--- src/rtl/dram_access_arbiter.sv ---
// Two-requester arbiter for the shared DRAM command port: image prefetch reads vs host writes.
// One grant at a time, held from acceptance until the DRAM master reports completion.
module dram_access_arbiter #(
    parameter int DRAM_ADDR_WIDTH = 39,
    parameter int LEN_WIDTH       = 8,
    parameter int MAX_WAIT        = 255,
    parameter int WAIT_WIDTH      = 8
) (
    input  logic                       s_axi_aclk,
    input  logic                       s_axi_aresetn,
    input  logic                       rd_req_valid,
    input  logic [DRAM_ADDR_WIDTH-1:0] rd_req_addr,
    input  logic [LEN_WIDTH-1:0]       rd_req_len,
    input  logic                       rd_urgent,
    output logic                       rd_req_ready,
    output logic                       rd_done,
    input  logic                       wr_req_valid,
    input  logic [DRAM_ADDR_WIDTH-1:0] wr_req_addr,
    input  logic [LEN_WIDTH-1:0]       wr_req_len,
    output logic                       wr_req_ready,
    output logic                       wr_done,
    output logic                       dram_cmd_valid,
    input  logic                       dram_cmd_ready,
    output logic                       dram_cmd_write,
    output logic [DRAM_ADDR_WIDTH-1:0] dram_cmd_addr,
    output logic [LEN_WIDTH-1:0]       dram_cmd_len,
    input  logic                       dram_done,
    output logic                       busy,
    output logic [15:0]                wr_starve_events
);

    typedef enum logic [1:0] {
        ST_IDLE  = 2'd0,
        ST_ISSUE = 2'd1,
        ST_WAIT  = 2'd2
    } state_t;

    localparam logic [WAIT_WIDTH-1:0] MAX_WAIT_C = WAIT_WIDTH'(MAX_WAIT);

    state_t                     state_q, state_d;
    logic                       arm_q, arm_d;
    logic                       last_wr_q, last_wr_d;
    logic [WAIT_WIDTH-1:0]      wait_cnt_q, wait_cnt_d;
    logic [15:0]                starve_q, starve_d;
    logic                       cmd_valid_q, cmd_valid_d;
    logic                       cmd_write_q, cmd_write_d;
    logic [DRAM_ADDR_WIDTH-1:0] cmd_addr_q, cmd_addr_d;
    logic [LEN_WIDTH-1:0]       cmd_len_q, cmd_len_d;
    logic                       rd_done_q, rd_done_d;
    logic                       wr_done_q, wr_done_d;
    logic                       busy_q, busy_d;

    logic both_valid;
    logic starve_hit;
    logic grant_rd;
    logic grant_wr;

    assign both_valid = rd_req_valid && wr_req_valid;
    assign starve_hit = both_valid && (wait_cnt_q >= MAX_WAIT_C);

    // arm_q is low in reset, in the first cycle after reset and in the done-pulse cycle,
    // so the combinational ready pulses stay quiet there and the inter-grant bubble appears.
    always_comb begin
        grant_rd = 1'b0;
        grant_wr = 1'b0;
        if (state_q == ST_IDLE && arm_q) begin
            if (rd_req_valid && !wr_req_valid) begin
                grant_rd = 1'b1;
            end else if (wr_req_valid && !rd_req_valid) begin
                grant_wr = 1'b1;
            end else if (starve_hit) begin
                grant_wr = 1'b1;
            end else if (both_valid && rd_urgent) begin
                grant_rd = 1'b1;
            end else if (both_valid) begin
                grant_rd = last_wr_q;
                grant_wr = !last_wr_q;
            end
        end
    end

    // NOTE: every _d gets a default before the case so no path leaves it unassigned (no latches).
    always_comb begin
        state_d     = state_q;
        last_wr_d   = last_wr_q;
        starve_d    = starve_q;
        cmd_write_d = cmd_write_q;
        cmd_addr_d  = cmd_addr_q;
        cmd_len_d   = cmd_len_q;
        rd_done_d   = 1'b0;
        wr_done_d   = 1'b0;

        unique case (state_q)
            ST_IDLE: begin
                if (grant_rd || grant_wr) begin
                    state_d     = ST_ISSUE;
                    cmd_write_d = grant_wr;
                    cmd_addr_d  = grant_wr ? wr_req_addr : rd_req_addr;
                    cmd_len_d   = grant_wr ? wr_req_len : rd_req_len;
                    if (grant_wr && starve_hit && rd_urgent && starve_q != 16'hFFFF) begin
                        starve_d = starve_q + 16'd1;
                    end
                end
            end
            ST_ISSUE: begin
                if (dram_cmd_ready) begin
                    state_d = ST_WAIT;
                end
            end
            ST_WAIT: begin
                if (dram_done) begin
                    state_d   = ST_IDLE;
                    rd_done_d = !cmd_write_q;
                    wr_done_d = cmd_write_q;
                    last_wr_d = cmd_write_q;
                end
            end
            default: state_d = ST_IDLE;
        endcase

        if (!wr_req_valid || grant_wr) begin
            wait_cnt_d = '0;
        end else if (wait_cnt_q < MAX_WAIT_C) begin
            wait_cnt_d = wait_cnt_q + 1'b1;
        end else begin
            wait_cnt_d = wait_cnt_q;
        end

        arm_d       = (state_d == ST_IDLE) && (state_q != ST_WAIT);
        cmd_valid_d = (state_d == ST_ISSUE);
        busy_d      = (state_d != ST_IDLE);
    end

    // NOTE: state registers use non-blocking assignment so all flops update together at the edge.
    always_ff @(posedge s_axi_aclk or negedge s_axi_aresetn) begin
        if (!s_axi_aresetn) begin
            state_q     <= ST_IDLE;
            arm_q       <= 1'b0;
            last_wr_q   <= 1'b1;
            wait_cnt_q  <= '0;
            starve_q    <= '0;
            cmd_valid_q <= 1'b0;
            cmd_write_q <= 1'b0;
            cmd_addr_q  <= '0;
            cmd_len_q   <= '0;
            rd_done_q   <= 1'b0;
            wr_done_q   <= 1'b0;
            busy_q      <= 1'b0;
        end else begin
            state_q     <= state_d;
            arm_q       <= arm_d;
            last_wr_q   <= last_wr_d;
            wait_cnt_q  <= wait_cnt_d;
            starve_q    <= starve_d;
            cmd_valid_q <= cmd_valid_d;
            cmd_write_q <= cmd_write_d;
            cmd_addr_q  <= cmd_addr_d;
            cmd_len_q   <= cmd_len_d;
            rd_done_q   <= rd_done_d;
            wr_done_q   <= wr_done_d;
            busy_q      <= busy_d;
        end
    end

    assign rd_req_ready     = grant_rd;
    assign wr_req_ready     = grant_wr;
    assign rd_done          = rd_done_q;
    assign wr_done          = wr_done_q;
    assign dram_cmd_valid   = cmd_valid_q;
    assign dram_cmd_write   = cmd_write_q;
    assign dram_cmd_addr    = cmd_addr_q;
    assign dram_cmd_len     = cmd_len_q;
    assign busy             = busy_q;
    assign wr_starve_events = starve_q;

endmodule

--- config.mk ---
export PLATFORM = sky130hd
export DESIGN_NAME = dram_access_arbiter
export DESIGN_NICKNAME = d
export VERILOG_FILES = /design/src/rtl/dram_access_arbiter.sv
export SDC_FILE = /design/constraint.sdc
export NUM_CORES = 1
export LEC_CHECK = 0
export CAP_MARGIN = 20
export CORE_MARGIN = 5
export CORE_UTILIZATION = 25
export DETAILED_ROUTE_END_ITERATION = 16
export SLEW_MARGIN = 25
export SYNTH_ARGS = -nofsm -noshare
export SYNTH_HDL_FRONTEND = slang
export SYNTH_SLANG_ARGS = --single-unit
--- constraint.sdc ---
create_clock -name s_axi_aclk -period 2.65 [get_ports s_axi_aclk]
set_input_delay 0.6625 -clock s_axi_aclk [delete_from_list [all_inputs] [get_ports s_axi_aclk]]
set_output_delay 0.6625 -clock s_axi_aclk [all_outputs]
set_load 0.02 [all_outputs]
==> flow_summary.yaml, run 1 <==
run_status:
  status: "complete, no violations"
synthesis:
  synth.largest_area_cell: "dfrtp_1"
  synth_cell_types: 35
  postSynth.asyncResetShare_pct: 100.0
  sequential_share_of_the_synthesized_area_pct: 45.46
  synthDominantCellAreaShare_pct: 44.86
  synth.top_cells.by_count: "108 x nor2_1, 79 x dfrtp_1, 50 x a21oi_1"
  synth.net_count: 572
  yosys.cell_count.top_type: "nor2_1"
  netlist_instances: 469
  ys_warn_count: 0
  ys_seq_elements: 80
  syn-cell-area_sq_mm: 0.004407
  postSynth.topFlopCell: "dfrtp_1"
  netlist_top_cells_area: "dfrtp_1 45%, o221a_2 12%, o22a_1 9.3%"
  synthesis.area_per_instance_sq_um: 9.396
  edff_count_synth: 0
timing:
  setup_total_negative_slack_ns: 0
  final-max-slew-violation-count: 0
  finalWorstSetupSlack_ns: 0.06150
  final_critical_period_ns: 2.588
  timing.hold.ws_ns: 0.2874
  rsz_0062_raised_after_global_routing: "no"
  timing_worst_slew_pin_value_ns: 0.9540
  finalClockSkew_ns: 0.006354
  final.period_utilization_pct: 97.68
  count_of_final_hold_check_violations: 0
  timing.fmax_ghz: 0.3863
  slew_headroom_pct: 36.40
  setup_violations: 0
power_and_ir_drop:
  power.total_uw: 7123
  power_density_mw_per_mm2: 1069
  cellLeakagePower_uw: 0.002681
  vdd.ir_drop.worst_uv: 627.9
final_layout:
  final_cells: 854
  fillCellCount: 1737
  post_route_cells_drive_above_1_share_pct: 14.63
  antenna_cells: 0
  final_layout_net_count: 727
  post_synthesis_to_final_layout_area_growth_pct: 51.28
setup_path:
  largest_incremental_delay_on_the_critical_path_ns: 0.47
  crit_path_cell_trace: "clkdlybuf4s50_1 -> o21ai_1 -> nand2b_1 -> nand3_2 -> inv_1 -> clkdlybuf4s15_2"
  crit_path_max_fanout: 2
  cp-start-kind: "primary input"
  critical_path_required_ns: 1.99
  crit_type: "primary input to output port"
  worst_ep_arrival_time_ns: 1.93
  critPathCaptureType: "output port"
  critPathSlowestCell: "clkdlybuf4s50_1"
  cpLargestDelayFamily: "buffers and inverters"
  critPathBufInv: 3
global_routing:
  gr-total-overflow: 0
  grt_pass1_wl_mm: 24.74
  antenna_found_initial: 1
  grt_util_all_layers_pct: 15.06
  first_global_vias: 4611
  grt_start_max_net_pins: 95
route:
  final_wirelength_mm: 15.24
  remaining_drc_errors: 0
  dr.first_iter.drc_count: 225
  via_count: 4376
  wl_per_cell_microns: 17.85
  postRouteAntennaNets: 0
  drtPass1Iterations: 5
  vias_per_cell: 5.124
floorplan:
  core_area_sq_mm: 0.01730
  die_height_microns: 142.8
  placement_rows: 48
  dieWidth_microns: 142.8
  die_footprint_sq_mm: 0.02038
  initial_core_util_pct: 25.48
  top_level_ports: 171
placement:
  detailed_place_hpwl_mm: 10.27
  dpl.cell_count: 838
  gp_congestion: 0.7914
  dp_worst_setup_slack_ns: -0.2987
  buffer_ports.inserted: 170
hold_path:
  min_path_type: "primary input to asynchronous set/reset pin"
clock_network:
  cts_inserted_buffers: 9
  cts_max_level: 3
  cts-root-buf: "clkbuf_16"
  gates_resized_cts_repair: 6
  path_clk_slew_ns: 0.07
  clock_sink_count: 80
  postCtsSetupBuffers: 0
  cts_tree: "done"
  clockBufferDepth: 2
  insertion_delay_ns: 0.34
  cts-hold-fix-buffers: 0
flow_run:
  number_of_max_capacitance_violations_reported: 0
-- routing by layer --
| layer | part of all wire, % | GRT usage, % | routed length (microns) |
|---|---|---|---|
| met1 | 44 | 19.00 | 6635 |
| met5 | 0.12 | 0 | 18 |
| met4 | 0.97 | 4.052 | 148 |
| met2 | 50 | 25.69 | 7599 |
| met3 | 5.5 | 3.784 | 843 |
-- metrics by stage --
stage	utilization, %	cell area, sq um
2_1_floorplan	-	4408
3_3_place_gp	36.70	6347
3_5_place_dp	36.70	6347
4_1_cts	38.57	6671
5_1_grt	38.54	6666
6_report	38.54	6666
-- logic make-up after synthesis --
logic type / Yosys count / synth area share (%)
flops: 80 / 45.46
compound gates: 158 / 29.10
xor+xnor: 16 / 3.180
simple gates: 170 / 17.32
fa+ha+maj: 2 / 0.5678
buf+inv: 40 / 3.606
mux: 3 / 0.7666
-- worst paths after layout --
path | start | to | slack, ns | cells after the start
min in group s_axi_aclk | dram_cmd_write$_DFFE_PN0P_ | rd_done$_DFF_PN0_ | 0.50 | 1
max in group asynchronous | s_axi_aresetn | last_wr_q$_DFFE_PN1P_ | 1.69 | 2
max | rd_urgent | wr_req_ready | 0.06 | 6
max reg2reg | state_q[1]$_DFF_PN0_ | wr_starve_events[1]$_DFFE_PN0P_ | 0.32 | 5
min | s_axi_aresetn | dram_cmd_addr[36]$_DFFE_PN0P_ | 0.29 | 1
min reg2reg | dram_cmd_write$_DFFE_PN0P_ | rd_done$_DFF_PN0_ | 0.50 | 1
-- final cells by class --
type / count / area, sq um / area share, %
Clock buffer: 10 / 229.0 / 3.435
Clock inverter: 6 / 92.59 / 1.389
Inverter: 1 / 3.754 / 0.05631
Multi-Input combinational cell: 349 / 2258 / 33.88
Sequential cell: 80 / 2003 / 30.05
Tap cell: 225 / 281.5 / 4.223
Timing Repair Buffer: 183 / 1798 / 26.97
-- worst reg2reg max path: stages, from the launching register on --
cell     delay (ns)
dfrtp_1        0.38
or3b_2         0.52
buf_4          0.24
nor4_4         0.36
o31a_2         0.36
mux2_2         0.36
-- placed cells by master (no fill, tap or decap), types with 5 or more instances in the layout --
master           count
nand4_1              8
nand2_1             14
and3_1               7
nor2_1             108
nor3_1               5
nand3_1             11
o22a_1              47
clkdlybuf4s50_1    165
dfrtp_1             79
buf_4               14
xor2_1               6
xnor2_1             10
o221a_2             47
a21oi_1             50
clkbuf_16            9
-- flip-flops by register name, summed over array words and instances, names as in the netlist --
| name | flops |
|---|---|
| dram_cmd_addr | 39 |
| wr_starve_events | 16 |
| dram_cmd_len | 8 |
| wait_cnt_q | 8 |
| state_q | 2 |
| arm_q | 1 |
| busy | 1 |
| dram_cmd_valid | 1 |
| dram_cmd_write | 1 |
| last_wr_q | 1 |
| rd_done | 1 |
| wr_done | 1 |
-- power breakdown --
group          switching, uW  total (uW)  internal (uW)
clock                    538        1370            831
combinational           1760        3700           1950
sequential               370        2050           1680
total                   2660        7120           4460
(Power assumes the default switching activity.)
==> inputs of run 2 (changes only) <==
Settings changed: PLACE_DENSITY_LB_ADDON set to 0.05, SLEW_MARGIN 25 to 0, TNS_END_PERCENT set to 20.
==> flow_summary.yaml, run 2 (synthesis results as in run 1) <==
run_status:
  status: "complete, no violations"
setup_path:
  critPathCaptureType: "output port"
  crit_path_max_fanout: 2
  r2r_start: "state_q[1]$_DFF_PN0_"
  crit_type: "primary input to output port"
  r2r_end: "wr_starve_events[1]$_DFFE_PN0P_"
  worst_r2r_setup_slack_ns: 0.36
  critical_path_required_ns: 1.99
  worst_ep_arrival_time_ns: 1.79
  reg2regPathDepth: 5
  cp-start-kind: "primary input"
clock_network:
  path_clk_slew_ns: 0.06
  cts-root-buf: "clkbuf_16"
  clock_sink_count: 80
  insertion_delay_ns: 0.34
  cts_tree: "done"
  cts-hold-fix-buffers: 0
  cts_max_level: 3
  cts_inserted_buffers: 9
  clockBufferDepth: 2
final_layout:
  postLayoutCellArea_sq_mm: 0.006664
  final_layout_net_count: 730
  post_synthesis_to_final_layout_area_growth_pct: 51.22
  number_of_flip_flops_in_the_largest_register: 39
  antenna_cells: 0
  post_route_cells_drive_above_1_share_pct: 15.03
  final_cells: 857
  layout_common_cells: "165 x clkdlybuf4s50_1, 108 x nor2_1, 79 x dfrtp_1"
  final_common_cell: "clkdlybuf4s50_1"
power_and_ir_drop:
  power.total_uw: 7089
  power_density_mw_per_mm2: 1064
  vdd.ir_drop.worst_uv: 511.5
  cellLeakagePower_uw: 0.002690
timing:
  setup_violations: 0
  rsz_0062_raised_after_global_routing: "no"
  slew_headroom_pct: 55.83
  final_critical_period_ns: 2.455
  timing_worst_slew_pin_value_ns: 0.6626
  finalWorstSetupSlack_ns: 0.1953
  timing.fmax_ghz: 0.4074
  final-max-slew-violation-count: 0
  count_of_final_hold_check_violations: 0
  final.period_utilization_pct: 92.63
  finalClockSkew_ns: 0.006553
route:
  postRouteAntennaNets: 0
  final_wirelength_mm: 15.80
  dr.first_iter.drc_count: 223
  wl_per_cell_microns: 18.43
  vias_per_cell: 5.114
  via_count: 4383
  remaining_drc_errors: 0
  drtPass1Iterations: 4
floorplan:
  initial_core_util_pct: 25.48
  core_area_sq_mm: 0.01730
  dieWidth_microns: 142.8
  die_height_microns: 142.8
  top_level_ports: 171
  placement_rows: 48
  die_footprint_sq_mm: 0.02038
placement:
  buffer_ports.inserted: 170
  dpl.cell_count: 841
  detailed_place_hpwl_mm: 10.42
  postPlaceCellArea_sq_mm: 0.006370
  gp_congestion: 0.7492
  dp_worst_setup_slack_ns: -0.3543
global_routing:
  gr-total-overflow: 0
  grt_pass1_wl_mm: 25.62
  antenna_found_initial: 0
  grt_start_max_net_pins: 57
  grt_util_all_layers_pct: 15.82
  first_global_vias: 4704
hold_path:
  min_path_type: "primary input to asynchronous set/reset pin"
flow_run:
  number_of_max_capacitance_violations_reported: 0
-- run 2: cell types whose count changed in the layout (fill, tap and decap cells not counted), sizes merged --
cell	before	now
buf	17	19
inv	2	3
bufinv	2	1
clkinv	1	2
clkbuf	10	11
clkdlybuf4s15	1	0
-- run 2: through the flow --
| stage | utilization [%] | hold slack [ns] | setup TNS [ns] |
|---|---|---|---|
| after floorplan | - | 0.3669 | 0 |
| after global placement | 36.83 | 0.4741 | -0.6487 |
| after detailed placement | 36.83 | 0.4908 | -0.6364 |
| after CTS | 38.58 | 0.1260 | 0 |
| after global routing | 38.53 | 0.1285 | 0 |
| final | 38.53 | 0.1397 | 0 |
-- run 2: final cells by class --
type                    count  area (sq um)
clock inverters             7         78.83
well taps                 225         281.5
fillers                  1710         10630
repair buffers            186          1814
inverters                   1         3.754
flip-flops and latches     80          2003
multi-input cells         349          2257
clock buffers               9         225.2
-- run 2: critical path, cell delays in order --
cell             delay [ns]
clkdlybuf4s50_1        0.42
o21ai_1                0.22
nand2b_1               0.17
nand3_2                0.09
inv_1                  0.06
clkbuf_2               0.17
-- run 2: layer usage --
metal / up-vias / GRT usage, % / wire, microns
met1: 2161 / 19.51 / 6786
met3: 10 / 5.727 / 1084
met5: - / 0 / 0
li1: 2082 / - / -
met2: 130 / 26.73 / 7773
met4: 0 / 3.252 / 154
-- run 2: power breakdown --
part	internal, uW	switching, uW	total (uW)
clock	741	567	1310
sequential	1680	349	2030
combinational	1950	1800	3750
total	4370	2720	7090
-- run 2: worst max path at each step --
stage / start / end / slack, ns / cells after the start
after floorplan: rd_req_valid / wr_req_ready / 0.06 / 7
after global placement: rd_urgent / wr_req_ready / -0.36 / 6
after detailed placement: rd_urgent / wr_req_ready / -0.35 / 6
after CTS: rd_urgent / wr_req_ready / 0.03 / 6
after global routing: rd_urgent / wr_req_ready / 0.1 / 6
final: rd_urgent / wr_req_ready / 0.20 / 6
-- run 2: repair_timing --
action | CTS | global route
buffers inserted | 0 | 0
endpoints found under the setup margin | 2 | 2
resized for setup | 4 | 3
==> inputs of run 3 (changes only) <==
Settings changed: PLACE_DENSITY_LB_ADDON 0.05 to not set, SETUP_SLACK_MARGIN set to 0.1.
==> flow_summary.yaml, run 3 (synthesis results as in run 1) <==
final_layout:
  fillCellCount: 1712
  layout_common_cells: "165 x clkdlybuf4s50_1, 108 x nor2_1, 79 x dfrtp_1"
  post_route_cells_drive_above_1_share_pct: 15.08
  final_cells: 855
  antenna_cells: 0
  post_synthesis_to_final_layout_area_growth_pct: 51.99
  number_of_flip_flops_in_the_largest_register: 39
  final_common_cell: "clkdlybuf4s50_1"
  multi_input_comb_area_sq_mm: 0.002262
  final_layout_net_count: 728
  regArea_sq_mm: 0.002003
timing:
  slew_headroom_pct: 34.34
  finalClockSkew_ns: 0.009467
  rsz_0062_raised_after_global_routing: "yes"
  final_critical_period_ns: 2.513
  timing.fmax_ghz: 0.3979
  final-max-slew-violation-count: 0
  finalWorstSetupSlack_ns: 0.1366
  setup_violations: 0
  final.period_utilization_pct: 94.85
  timing_worst_slew_pin_value_ns: 0.9849
  count_of_final_hold_check_violations: 0
power_and_ir_drop:
  cellLeakagePower_uw: 0.002699
  vdd.ir_drop.worst_uv: 543.2
  power_density_mw_per_mm2: 1078
clock_network:
  path_clk_slew_ns: 0.06
  clockBufferDepth: 2
  cts_inserted_buffers: 9
  clock_sink_count: 80
  insertion_delay_ns: 0.34
  cts-root-buf: "clkbuf_16"
  postCtsSetupBuffers: 0
  cts_tree: "done"
  cts-hold-fix-buffers: 0
  cts_max_level: 3
route:
  final_wirelength_mm: 15.19
  wl_per_cell_microns: 17.77
  via_count: 4380
  drtPass1Iterations: 5
  vias_per_cell: 5.123
  dr.first_iter.drc_count: 251
  remaining_drc_errors: 0
  postRouteAntennaNets: 0
run_status:
  status: "complete, no violations"
global_routing:
  grt_util_all_layers_pct: 14.90
  grt_start_max_net_pins: 97
  gr-total-overflow: 0
  grt_pass1_wl_mm: 24.30
  first_global_vias: 4698
  antenna_found_initial: 0
setup_path:
  worst_ep_arrival_time_ns: 1.85
  crit_type: "primary input to output port"
  cp-start-kind: "primary input"
  crit_path_max_fanout: 2
  critPathCaptureType: "output port"
  critical_path_required_ns: 1.99
floorplan:
  top_level_ports: 171
  initial_core_util_pct: 25.48
  die_footprint_sq_mm: 0.02038
  die_height_microns: 142.8
  core_area_sq_mm: 0.01730
  dieWidth_microns: 142.8
  placement_rows: 48
placement:
  gp_congestion: 0.7828
  detailed_place_hpwl_mm: 10.15
  dp_worst_setup_slack_ns: -0.2792
  dpl.cell_count: 839
  buffer_ports.inserted: 170
hold_path:
  min_path_type: "primary input to asynchronous set/reset pin"
flow_run:
  number_of_max_capacitance_violations_reported: 0
[run 3: cell types whose count changed in the layout (fill, tap and decap cells not counted), sizes merged]
| cell | change |
|---|---|
| clkinv | -1 |
| clkdlybuf4s15 | +1 |
| bufinv | +2 |
| clkbuf | -2 |
| inv | -1 |
| buf | -1 |
[run 3: worst paths after layout]
| kind | end | slack (ns) | depth (start not counted) | start |
|---|---|---|---|---|
| setup / recovery | wr_req_ready | 0.14 | 6 | rd_urgent |
| hold / removal | rd_done$_DFF_PN0_ | 0.27 | 1 | s_axi_aresetn |
| setup reg to reg | dram_cmd_addr[7]$_DFFE_PN0P_ | 0.41 | 6 | state_q[1]$_DFF_PN0_ |
| hold reg to reg | rd_done$_DFF_PN0_ | 0.48 | 1 | dram_cmd_write$_DFFE_PN0P_ |
| max in group asynchronous | wr_starve_events[3]$_DFFE_PN0P_ | 1.74 | 2 | s_axi_aresetn |
| min in group s_axi_aclk | rd_done$_DFF_PN0_ | 0.48 | 1 | dram_cmd_write$_DFFE_PN0P_ |
[run 3: worst max-delay path, stage by stage]
cell and delay (ns):
clkdlybuf4s50_1 0.44, o21ai_2 0.15, nand2b_1 0.15, nand3_2 0.10
inv_1 0.08, clkdlybuf4s15_2 0.26
[run 3: metal layers]
layer	up-vias	share of wire [%]	wire [microns]	global-route usage (%)
li1	2064	-	-	-
met1	2150	43	6456	18.68
met2	148	49	7500	24.58
met3	18	6.7	1015	4.889
met4	0	1.4	217	4.352
met5	-	0	0	0
[run 3: area by class of cell]
type                            instances  share of cell area (%)
Clock inverter                          7                   1.775
Inverter                                1                 0.05604
Tap cell                              225                   4.203
Multi-Input combinational cell        349                   33.78
Sequential cell                        80                   29.91
Timing Repair Buffer                  184                   26.92
Clock buffer                            9                   3.363
[run 3: stage by stage]
step | hold slack (ns) | total power [uW] | instance area, sq um | utilization [%] | setup TNS, ns
6_report | 0.2664 | 7223 | 6698 | 38.72 | 0
4_1_cts | 0.2778 | 7312 | 6699 | 38.73 | 0
3_5_place_dp | 0.4847 | 5817 | 6352 | 36.73 | -0.5443
3_3_place_gp | 0.4821 | 5714 | 6352 | 36.73 | -0.5614
2_1_floorplan | 0.3669 | 4282 | 4409 | - | 0
5_1_grt | 0.3027 | 7686 | 6698 | 38.72 | 0
[run 3: where the power goes]
| part | switching, uW | total (uW) | leakage, uW | internal [uW] |
|---|---|---|---|---|
| sequential | 374 | 2050 | 0.00100 | 1680 |
| clock | 527 | 1450 | 0.000162 | 922 |
| combinational | 1780 | 3720 | 0.00153 | 1940 |
| total | 2680 | 7220 | 0.00270 | 4540 |
[run 3: timing repair]
action                                  in CTS  in global routing
endpoints found under the setup margin       2                  2
gates resized for setup                      7                  3
pin swaps                                    0                  0
hold endpoints to repair                     0                  0
